### config.mk
export PLATFORM = sky130hd
export DESIGN_NAME = decode_ctrl
export DESIGN_NICKNAME = d
export VERILOG_FILES = /design/src/rtl/risc_pkg.sv /design/src/rtl/instr_fields.sv /design/src/rtl/decode_ctrl.sv
export SDC_FILE = /design/constraint.sdc
export NUM_CORES = 1
export LEC_CHECK = 0
export ABC_CLOCK_PERIOD_IN_PS = 4400
export CORE_MARGIN = 1.5
export CORE_UTILIZATION = 47
export DETAILED_ROUTE_END_ITERATION = 12
export PLACE_DENSITY_LB_ADDON = 0.12
export SLEW_MARGIN = 40
export SYNTH_ARGS = -nofsm -noshare
export SYNTH_HDL_FRONTEND = slang
export SYNTH_SLANG_ARGS = --single-unit
export TNS_END_PERCENT = 20
### constraint.sdc
create_clock -name i_clk -period 4.4 [get_ports i_clk]
set_input_delay 1.1 -clock i_clk [delete_from_list [all_inputs] [get_ports i_clk]]
set_output_delay 1.1 -clock i_clk [all_outputs]
set_load 0.02 [all_outputs]
### src/rtl/risc_pkg.sv
// Shared definitions for the 16-bit RISC core: opcodes, FSM state
// encodings and instruction field positions used by decode and the ALU.
package risc_pkg;

   // Opcodes (instruction bits [15:12])
   localparam logic [3:0] OP_ADD   = 4'd0;
   localparam logic [3:0] OP_SUB   = 4'd1;
   localparam logic [3:0] OP_OR    = 4'd2;
   localparam logic [3:0] OP_XOR   = 4'd3;
   localparam logic [3:0] OP_AND   = 4'd4;
   localparam logic [3:0] OP_NOT   = 4'd5;
   localparam logic [3:0] OP_RDMEM = 4'd6;
   localparam logic [3:0] OP_WRMEM = 4'd7;
   localparam logic [3:0] OP_LOAD  = 4'd8;
   localparam logic [3:0] OP_CMP   = 4'd9;
   localparam logic [3:0] OP_SHL   = 4'd10;
   localparam logic [3:0] OP_SHR   = 4'd11;
   localparam logic [3:0] OP_JMPA  = 4'd12;
   localparam logic [3:0] OP_JMPR  = 4'd13;

   // Instruction field bit positions
   localparam int unsigned F_OP_HI  = 15;
   localparam int unsigned F_OP_LO  = 12;
   localparam int unsigned F_RD_HI  = 11;
   localparam int unsigned F_RD_LO  = 9;
   localparam int unsigned F_FLAG   = 8;
   localparam int unsigned F_RA_HI  = 7;
   localparam int unsigned F_RA_LO  = 5;
   localparam int unsigned F_RB_HI  = 4;
   localparam int unsigned F_RB_LO  = 2;
   localparam int unsigned F_IMM_HI = 7;
   localparam int unsigned F_IMM_LO = 0;

   // Control FSM state encodings (visible on o_state)
   typedef enum logic [2:0] {
      ST_FETCH   = 3'd0,
      ST_DECODE  = 3'd1,
      ST_REGREAD = 3'd2,
      ST_EXEC    = 3'd3,
      ST_MEM     = 3'd4,
      ST_WB      = 3'd5,
      ST_HALT    = 3'd6
   } state_e;

   // Opcodes 14 and 15 are not assigned to any operation
   function automatic logic is_unassigned(input logic [3:0] op);
      return (op >= 4'd14);
   endfunction

endpackage

### src/rtl/instr_fields.sv
// Combinational instruction field extraction and per-opcode class
// lookup (register write-back, memory access, store, unassigned).
module instr_fields
   import risc_pkg::*;
(
   input  logic [15:0] instr_i,
   output logic [3:0]  opcode_o,
   output logic [2:0]  rd_o,
   output logic        flag_o,
   output logic [2:0]  ra_o,
   output logic [2:0]  rb_o,
   output logic [7:0]  imm_o,
   output logic        wr_en_o,
   output logic        mem_o,
   output logic        store_o,
   output logic        illegal_o
);

   assign opcode_o  = instr_i[F_OP_HI:F_OP_LO];
   assign rd_o      = instr_i[F_RD_HI:F_RD_LO];
   assign flag_o    = instr_i[F_FLAG];
   assign ra_o      = instr_i[F_RA_HI:F_RA_LO];
   assign rb_o      = instr_i[F_RB_HI:F_RB_LO];
   assign imm_o     = instr_i[F_IMM_HI:F_IMM_LO];
   assign illegal_o = is_unassigned(opcode_o);

   // Opcode class: which instructions write back and touch data memory
   always_comb begin
      wr_en_o = 1'b0;
      mem_o   = 1'b0;
      store_o = 1'b0;
      unique case (opcode_o)
         OP_RDMEM: begin
            wr_en_o = 1'b1;
            mem_o   = 1'b1;
         end
         OP_WRMEM: begin
            mem_o   = 1'b1;
            store_o = 1'b1;
         end
         OP_JMPA, OP_JMPR, 4'd14, 4'd15: begin
            wr_en_o = 1'b0;
         end
         default: begin
            wr_en_o = 1'b1;
         end
      endcase
   end

endmodule

### src/rtl/decode_ctrl.sv
// Decode/control FSM and program counter for the 16-bit RISC core.
// Define DECODE_TRAP_EN to halt with o_trap on opcodes 14-15 (else NOP).
module decode_ctrl
   import risc_pkg::*;
(
   input  logic        i_clk,
   input  logic        i_rst,
   input  logic [15:0] i_imem_data,
   input  logic        i_imem_ack,
   output logic        o_imem_req,
   output logic [15:0] o_pc,
   output logic        o_rf_en,
   output logic        o_rf_we,
   output logic [2:0]  o_sel_a,
   output logic [2:0]  o_sel_b,
   output logic [2:0]  o_sel_d,
   output logic        o_alu_en,
   output logic [4:0]  o_aluop,
   output logic [7:0]  o_imm,
   input  logic [15:0] i_alu_result,
   input  logic        i_shld_branch,
   output logic        o_dmem_req,
   output logic        o_dmem_we,
   input  logic        i_dmem_ack,
   output logic [2:0]  o_state,
   output logic        o_trap
);

   state_e      state_q;
   logic [15:0] pc_q;
   logic [15:0] ir_q;
   logic        exec2_q;
   logic        br_q;
   logic [15:0] res_q;
   logic        imem_req_q;
   logic        rf_en_q;
   logic        rf_we_q;
   logic        alu_en_q;
   logic        dmem_req_q;
   logic        dmem_we_q;

   logic [3:0]  f_op;
   logic        f_flag;
   logic        f_wr;
   logic        f_mem;
   logic        f_store;
   logic        f_illegal;

   instr_fields u_fields (
      .instr_i   (ir_q),
      .opcode_o  (f_op),
      .rd_o      (o_sel_d),
      .flag_o    (f_flag),
      .ra_o      (o_sel_a),
      .rb_o      (o_sel_b),
      .imm_o     (o_imm),
      .wr_en_o   (f_wr),
      .mem_o     (f_mem),
      .store_o   (f_store),
      .illegal_o (f_illegal)
   );

   assign o_aluop    = {f_op, f_flag};
   assign o_pc       = pc_q;
   assign o_state    = state_q;
   assign o_imem_req = imem_req_q;
   assign o_rf_en    = rf_en_q;
   assign o_rf_we    = rf_we_q;
   assign o_alu_en   = alu_en_q;
   assign o_dmem_req = dmem_req_q;
   assign o_dmem_we  = dmem_we_q;

`ifdef DECODE_TRAP_EN
   logic trap_q;
   assign o_trap = trap_q;
`else
   assign o_trap = 1'b0;
`endif

   // Control FSM: outputs are set on entry to the state that owns them
   always_ff @(posedge i_clk) begin
      if (i_rst) begin
         state_q    <= ST_FETCH;
         pc_q       <= '0;
         ir_q       <= '0;
         exec2_q    <= 1'b0;
         br_q       <= 1'b0;
         res_q      <= '0;
         imem_req_q <= 1'b0;
         rf_en_q    <= 1'b0;
         rf_we_q    <= 1'b0;
         alu_en_q   <= 1'b0;
         dmem_req_q <= 1'b0;
         dmem_we_q  <= 1'b0;
`ifdef DECODE_TRAP_EN
         trap_q     <= 1'b0;
`endif
      end else begin
         unique case (state_q)
            ST_FETCH: begin
               if (!imem_req_q) begin
                  imem_req_q <= 1'b1;
               end else if (i_imem_ack) begin
                  imem_req_q <= 1'b0;
                  ir_q       <= i_imem_data;
                  br_q       <= 1'b0;
                  state_q    <= ST_DECODE;
               end
            end
            ST_DECODE: begin
               if (f_illegal) begin
`ifdef DECODE_TRAP_EN
                  trap_q  <= 1'b1;
                  state_q <= ST_HALT;
`else
                  state_q <= ST_WB;
`endif
               end else begin
                  rf_en_q <= 1'b1;
                  state_q <= ST_REGREAD;
               end
            end
            ST_REGREAD: begin
               rf_en_q  <= 1'b0;
               alu_en_q <= 1'b1;
               exec2_q  <= 1'b0;
               state_q  <= ST_EXEC;
            end
            ST_EXEC: begin
               if (!exec2_q) begin
                  exec2_q <= 1'b1;
               end else begin
                  alu_en_q <= 1'b0;
                  br_q     <= i_shld_branch;
                  res_q    <= i_alu_result;
                  if (f_mem) begin
                     dmem_req_q <= 1'b1;
                     dmem_we_q  <= f_store;
                     state_q    <= ST_MEM;
                  end else begin
                     rf_we_q <= f_wr;
                     state_q <= ST_WB;
                  end
               end
            end
            ST_MEM: begin
               if (i_dmem_ack) begin
                  dmem_req_q <= 1'b0;
                  dmem_we_q  <= 1'b0;
                  rf_we_q    <= f_wr;
                  state_q    <= ST_WB;
               end
            end
            ST_WB: begin
               rf_we_q    <= 1'b0;
               pc_q       <= br_q ? res_q : pc_q + 16'd1;
               imem_req_q <= 1'b1;
               state_q    <= ST_FETCH;
            end
            ST_HALT: begin
               state_q <= ST_HALT;
            end
            default: begin
               state_q <= ST_FETCH;
            end
         endcase
      end
   end

endmodule
[Yosys cells after proc, flatten, opt, wreduce, memory -nomap -nowiden]
Index checks and enable logic that the tools add are counted.
Storage, ports and cells
  flip-flop bits (word level): 59
  bits of input ports: 37
  output and inout port bits: 48
  word-level logic and storage cells: 84
Operators by class
  $add $sub $neg: 1
  magnitude comparators: 1
  eq/ne operators: 19
  muxes and demuxes: 34
  reductions and logical operators: 17
Operators with widths (count)
  $mux 1: 19
  $pmux 3 s6: 1
  $add 16x1->16 const B: 1
  $eq 4x4->1 const B: 4
  $mux 16: 1
  $reduce_and 4->1: 4
  $mux 3: 5
  $ne 2x2->1 const B: 7
  $pmux 1 s2: 7
  $reduce_bool 2->1: 5
  $eq 3x3->1 const B: 3
  $eq 4x3->1 const B: 2
  $eq 3x2->1 const B: 2
  $reduce_and 2->1: 3
  $reduce_or 5->1: 1
  $ge 4x4->1 const B: 1
  $eq 3x1->1 const B: 1
  $logic_not 3->1: 1
  $pmux 1 s3: 1
  $reduce_and 3->1: 1
  $reduce_bool 3->1: 1
  $reduce_or 2->1: 1

[Logic depth before layout (Yosys ltp)]
Gate-level depths: netlist of the first run.
  depth in word-level cells: 6
  depth in mapped cells: 7
  depth with buffers taken out: 5

[Modules after synthesis]
A second synthesis of the first run with hierarchy kept.
Unflattened totals
  cell total of the unflattened synthesis: 365
  area, all modules: 2862.7 sq um
Modules (own cells, without submodules)
  decode_ctrl: times used 1, cells each 338, area each 2657.5 sq um, seq. area each 1181.1 sq um
  instr_fields: times used 1, cells each 27, area each 205.2 sq um, seq. area each 0.0 sq um

[Worst setup path before layout of the first run]
No wires, ideal clock.
  path type: input-to-reg
  from: in i_imem_ack
  to: reg ir_q[10]
  setup time: 0.070 ns
  data arrival time: 2.226 ns
  data required time: 4.330 ns
  path slack: 2.104 ns
  stages: 5
  path buffers: 1
  cell sequence: nand2_1 nor4_1 clkbuf_1 nand2_1 a21oi_1
On the way
  cells in the longest elaborated chain, start to end: 1
RTL lines
  from (decl): RTL line decode_ctrl.sv:9  | input logic i_imem_ack,
  $reduce_and 3->1 (no line)
  to (signal assigned): RTL line decode_ctrl.sv:105  | ir_q <= i_imem_data;
  to (decl): RTL line decode_ctrl.sv:31  | logic [15:0] ir_q;
Every way passes these cells.
A chain may end at the register's enable or synchronous reset.

[Worst setup path in the final report of the first run]
  from: reg state_q[0] (netlist: o_state[0])
  to: out o_state[0]
RTL lines
  from (decl): RTL line decode_ctrl.sv:29  | state_e state_q;
  from (signal assigned): RTL line decode_ctrl.sv:83  | state_q <= ST_FETCH;
  from (signal assigned): RTL line decode_ctrl.sv:107  | state_q <= ST_DECODE;
  from (signal assigned): RTL line decode_ctrl.sv:116  | state_q <= ST_WB;
  to (decl): RTL line decode_ctrl.sv:25  | output logic [2:0] o_state,
No word-level cell between the ends.

==> impl_metrics.yaml, run 1 <==
power_and_ir_drop:
  leakage_nw: 1.243
  power.internal_mw: 1.012
  vdd_drop_max_v: 0.0002369
  swShare_pct: 28.21
  p_comb_share_pct: 18.9
  p_clk_share_pct: 36.8
  p_seq_share_pct: 44.3
  netSwitchingPower_uw: 397.8
  power_density_nw_per_um2: 379.5
sta:
  finClkSkew_ns: 0.003917
  drv_slew: 0
  fmax_mhz: 352.9
  finalHoldViolCount: 0
  period_needed_ns: 2.834
  slew_headroom_pct: 48.87
  setup_tns_ns: 0
  hold_ws_ns: 0.4537
  worst_slew_pin_slew_ns: 0.7629
  fin_crit_sh_pct: 64.41
  rsz0062_at_grt: "false"
  setup_viol: 0
yosys:
  synth_top_cell_by_area: "dfxtp_1"
  ys_seq_elements: 59
  netlist_area_sq_um: 2721
  synth_edf_count: 0
  synth-main-ff-cell: "dfxtp_1"
  synth_fp_nets: 389
  synthTopCellsByArea: "dfxtp_1 (43%), nand2_1 (10%), a21oi_1 (9.0%)"
  synthMostInstantiatedCell: "nand2_1"
  syn_area_per_cell_sq_um: 7.753
  yosysSeqAreaShare_pct: 43.40
  yosysTopAreaCellShare_pct: 43.40
  yosysWarnings: 0
  ys_types: 46
  netlist_instances: 351
  synthTopCellsByCount: "nand2_1 (74), dfxtp_1 (59), a21oi_1 (49)"
  async_flop_share_pct: 0
global_routing:
  gr-total-overflow: 0
  grt_usage_pct: 22.87
  grt_pass1_wl_um: 11230
  grt_max_degree: 63
  grt_pass1_vias: 2343
  antenna_found_initial: 0
drt:
  vias: 2745
  viasPerCell: 5.602
  drt-total-wl_um: 6854
  drc_errors: 0
  drtAntennaViolNets: 0
  first_pass_iters: 5
  drtIter0Drc: 177
  wl_per_cell_um: 13.99
critical_path:
  worst_path_max_delay_cell: "clkdlybuf4s50_1"
  cp_slowest_stage_delay_ns: 0.74
  startpoint: "o_state[0]"
  critPathArrivalTime_ns: 1.73
  timing.rr.start: "o_state[0]"
  cp-end-kind: "output port"
  worstPathRequired_ns: 3.30
  crit_chain: "clkdlybuf4s50_1"
  crit_path_max_fanout: 18
  worst_path_dominant_cell_family: "buffers and inverters"
  cp_num_buf_inv: 1
  setup.worst_path.start_class: "flip-flop"
  crit_type: "reg -> out"
hold_path:
  hp-class: "reg -> reg"
  hold_start: "ir_q[1]"
floorplanning:
  die_h_um: 79.09
  die_w_um: 79.09
  core-area_sq_um: 5540
  fp.dieArea_sq_um: 6255
  initial_core_util_pct: 49.12
  rows: 27
  io_pins: 85
status:
  status: "complete, no violations"
cts:
  htree_levels: 3
  cts_tree: "done"
  cts.sinks: 59
  ctsLongestPathBuffers: 2
  numCtsBuffers: 9
  cts_hold_buf: 0
  clockRootBuffer: "clkbuf_8"
  postCtsSetupRepairBufs: 0
  cts.repair.resized: 0
  clock_latency_ns: 0.33
  clkTransAtPathRegs_ns: 0.07
finish:
  diodes: 0
  fin_util_pct: 67.07
  n_fill_cell: 496
  fin_nets: 451
  drive_above_1_share_pct: 5.742
  area_delta_synth_final_pct: 36.55
  finish.instance_area_sq_um: 3716
placement:
  hpwl_um: 4614
  place_area_sq_um: 3503
  gp_congestion: 0.8455
  io_buffers: 83
job:
  maxCapViolations: 0
[layout make-up]
type                    count  area, sq um  area share (%)
flip-flops and latches     59         1181           31.78
inverters                   4        15.01          0.4040
multi-input cells         254         1374           36.97
clock inverters             4        47.55           1.279
clock buffers              12        165.2           4.444
well taps                  72        90.09           2.424
repair buffers             85        843.3           22.69
[cells by family after synthesis]
kind of cell | after synthesis | share of synthesized area [%]
muxes | 5 | 1.839
AOI/OAI and AO/OA | 92 | 20.32
DFF | 59 | 43.40
buffers and inverters | 38 | 6.345
and+or+nand+nor | 155 | 27.49
other | 1 | 0.1378
adders and majority gates | 1 | 0.4597
[routing by layer]
metal,track usage [%],vias up,share of wire [%]
met3,4.598,14,8.4
met2,34.10,119,44
met4,10.88,0,1.8
met5,0,-,0
met1,31.48,1255,46
li1,-,1357,-
[registers in the layout, summed over array words and instances, names as in the netlist]
signal / count
o_rf_en: 1
br_q: 1
exec2_q: 1
o_state: 3
o_dmem_we: 1
o_alu_en: 1
ir_q: 16
o_dmem_req: 1
res_q: 16
o_imem_req: 1
o_pc: 16
o_rf_we: 1
[power groups by stage]
stage,combinational [mW],sequential (mW),clock [mW]
final,0.266,0.624,0.519
after global routing,0.288,0.632,0.555
after CTS,0.269,0.624,0.529
after detailed placement,0.268,0.636,0
after global placement,0.265,0.635,0
after floorplan,0.124,0.654,0
[stage by stage]
stage               total power, mW  cells  setup slack, ns
finish                        1.410    490            1.566
global route                  1.475    490            1.476
CTS                           1.421    490            1.550
detailed placement           0.9036    474            1.591
global placement             0.8997    474            1.609
floorplan                    0.7788    351            2.104
[cells in the final DEF, fill, tap and decap left out, types with 2 or more instances in the layout]
cell type,netlist,layout
nor2b_1,5,5
or4_1,4,4
nor3_1,10,10
o21a_1,3,3
clkdlybuf4s50_1,0,82
a21oi_1,49,49
nand3b_1,3,3
buf_4,8,3
a22oi_1,7,7
nor2_1,20,20
clkinv_2,0,2
and3_1,4,4
a31oi_1,6,6
mux2i_1,5,5
o311ai_0,2,2
nand3_1,12,12
a21o_1,4,4
nand4_1,3,3
o21ai_0,7,7
o22ai_1,2,2
nor4_1,7,6
clkbuf_8,0,12
dfxtp_1,59,59
inv_1,4,4
a211oi_1,3,3
or2_2,2,2
nand2_1,74,74
nand2b_1,3,3
[path summary, 6_finish.rpt]
| kind | end | cells past startpoint | slack [ns] |
|---|---|---|---|
| worst max-delay path | o_state[0] | 1 | 1.57 |
| worst min-delay path | ir_q[1] | 2 | 0.45 |
| worst max register to register | o_dmem_req | 4 | 2.24 |
| worst min register to register | ir_q[1] | 2 | 0.45 |
Note: power is estimated with default switching activity, not from simulation.
==> run 2: changes to the inputs <==
--- a/config.mk
+++ b/config.mk
@@ -5,9 +5,9 @@
 export SDC_FILE = /design/constraint.sdc
 export NUM_CORES = 1
 export LEC_CHECK = 0
-export ABC_CLOCK_PERIOD_IN_PS = 4400
+export ABC_CLOCK_PERIOD_IN_PS = 2900
 export CORE_MARGIN = 1.5
-export CORE_UTILIZATION = 47
+export CORE_UTILIZATION = 46
 export DETAILED_ROUTE_END_ITERATION = 12
 export PLACE_DENSITY_LB_ADDON = 0.12
 export SLEW_MARGIN = 40
==> constraint.sdc (replaced) <==
create_clock -name i_clk -period 2.9 [get_ports i_clk]
set_input_delay 0.725 -clock i_clk [delete_from_list [all_inputs] [get_ports i_clk]]
set_output_delay 0.725 -clock i_clk [all_outputs]
set_load 0.02 [all_outputs]
==> impl_metrics.yaml, run 2 (synthesis results as in run 1) <==
drt:
  drt-total-wl_um: 6988
  first_pass_iters: 4
  drc_errors: 0
  viasPerCell: 5.600
  drtAntennaViolNets: 0
  vias: 2772
  wl_per_cell_um: 14.12
  drtIter0Drc: 137
power_and_ir_drop:
  power.internal_mw: 1.537
  p_comb_share_pct: 19.1
  p_seq_share_pct: 44.0
  p_clk_share_pct: 36.9
  swShare_pct: 28.57
  vdd_drop_max_v: 0.0004253
  leakage_nw: 1.265
  netSwitchingPower_uw: 614.7
  p_total_mw: 2.152
  power_density_nw_per_um2: 573.6
hold_path:
  whs_endpoint: "res_q[4]"
  hold_start: "res_q[4]"
  hp-class: "reg -> reg"
  min_path_cells: 2
sta:
  setup_tns_ns: 0
  finClkSkew_ns: 0.007109
  setup_viol: 0
  drv_slew: 0
  fmax_mhz: 401.9
  period_needed_ns: 2.488
  rsz0062_at_grt: "false"
  finalHoldViolCount: 0
  fin_crit_sh_pct: 85.80
  worst_slew_pin_slew_ns: 0.6767
  slew_headroom_pct: 54.85
finish:
  diodes: 0
  fin_nets: 456
  n_fill_cell: 509
  fin_util_pct: 66.89
  stdcell_count: 495
  finish.instance_area_sq_um: 3751
  multi_input_area_sq_um: 1374
  area_delta_synth_final_pct: 37.84
  drive_above_1_share_pct: 6.856
  register_area_sq_um: 1181
  final_common_cell: "clkdlybuf4s50_1"
  final_cell_mix: "clkdlybuf4s50_1 (82), nand2_1 (74), dfxtp_1 (59)"
critical_path:
  cp_slowest_stage_delay_ns: 0.72
  cp_num_buf_inv: 1
  crit_type: "reg -> out"
  worst_path_max_delay_cell: "clkdlybuf4s50_1"
  rr_endpoint: "o_pc[3]"
  regToRegSetupSlack_ns: 0.86
  worstPathRequired_ns: 2.17
  timing.rr.start: "o_state[2]"
  setup.worst_path.start_class: "flip-flop"
  cp-end-kind: "output port"
  critPathArrivalTime_ns: 1.76
  crit_chain: "clkdlybuf4s50_1"
  rr_worst_depth: 5
  crit_path_max_fanout: 20
  worst_path_dominant_cell_family: "buffers and inverters"
placement:
  gp_congestion: 0.8430
  placed_cells: 479
  place_area_sq_um: 3538
  io_buffers: 83
  hpwl_um: 4791
status:
  status: "complete, no violations"
global_routing:
  antenna_found_initial: 0
  grt_usage_pct: 23.09
  grt_pass1_wl_um: 11410
  grt_pass1_vias: 2537
  gr-total-overflow: 0
  grt_max_degree: 26
cts:
  cts_tree: "done"
  clockRootBuffer: "clkbuf_8"
  htree_levels: 3
  clock_latency_ns: 0.34
  numCtsBuffers: 9
  clkTransAtPathRegs_ns: 0.07
  cts.sinks: 59
  postCtsSetupRepairBufs: 0
  cts.repair.resized: 0
  ctsLongestPathBuffers: 2
  cts_hold_buf: 0
floorplanning:
  die_h_um: 79.92
  initial_core_util_pct: 48.53
  io_pins: 85
  rows: 27
  die_w_um: 79.92
  fp.dieArea_sq_um: 6386
  core-area_sq_um: 5608
job:
  maxCapViolations: 0
==> run 2: changes by cell type in the layout (fill, tap and decap cells not counted), sizes merged <==
cell  before  now
buf        3    8
==> run 2: layout make-up <==
type                       count  area share, %
clock inverter                 4          1.268
sequential                    59          31.49
inverter                       4         0.4003
timing repair buffer          90          23.42
tap                           72          2.402
multi-input combinational    254          36.62
clock buffer                  12          4.403
==> run 2: how the worst max path moves through the flow <==
stage | endpoint | from | cells past startpoint
finish | o_state[2] | o_state[2] | 1
global route | o_state[2] | o_state[2] | 1
CTS | o_state[2] | o_state[2] | 1
detailed placement | ir_q[4] | i_imem_ack | 5
global placement | ir_q[3] | i_imem_ack | 5
floorplan | o_pc[10] | o_pc[0] | 5
==> run 2: routing by layer <==
metal  part of all wire, %  track usage (%)  up-vias
met4                   1.7            8.621        0
met2                    45            36.22      102
met5                     0                0        -
met1                    47            29.13     1289
met3                   6.9            7.886       12
li1                      -                -     1369
==> run 2: power by group through the flow <==
stage | Sequential (mW) | Clock, mW | Combinational, mW
6_report | 0.947 | 0.794 | 0.411
5_1_grt | 0.957 | 0.840 | 0.442
4_1_cts | 0.945 | 0.804 | 0.413
3_5_place_dp | 0.963 | 0 | 0.410
3_3_place_gp | 0.961 | 0 | 0.404
2_1_floorplan | 0.993 | 0 | 0.189
==> run 2: metrics by stage <==
stage,hold WS (ns),setup slack (ns)
after floorplan,0.4319,0.9707
after global placement,0.4408,0.5213
after detailed placement,0.4461,0.4584
after CTS,0.4581,0.4151
after global routing,0.4829,0.3251
final,0.4552,0.4119
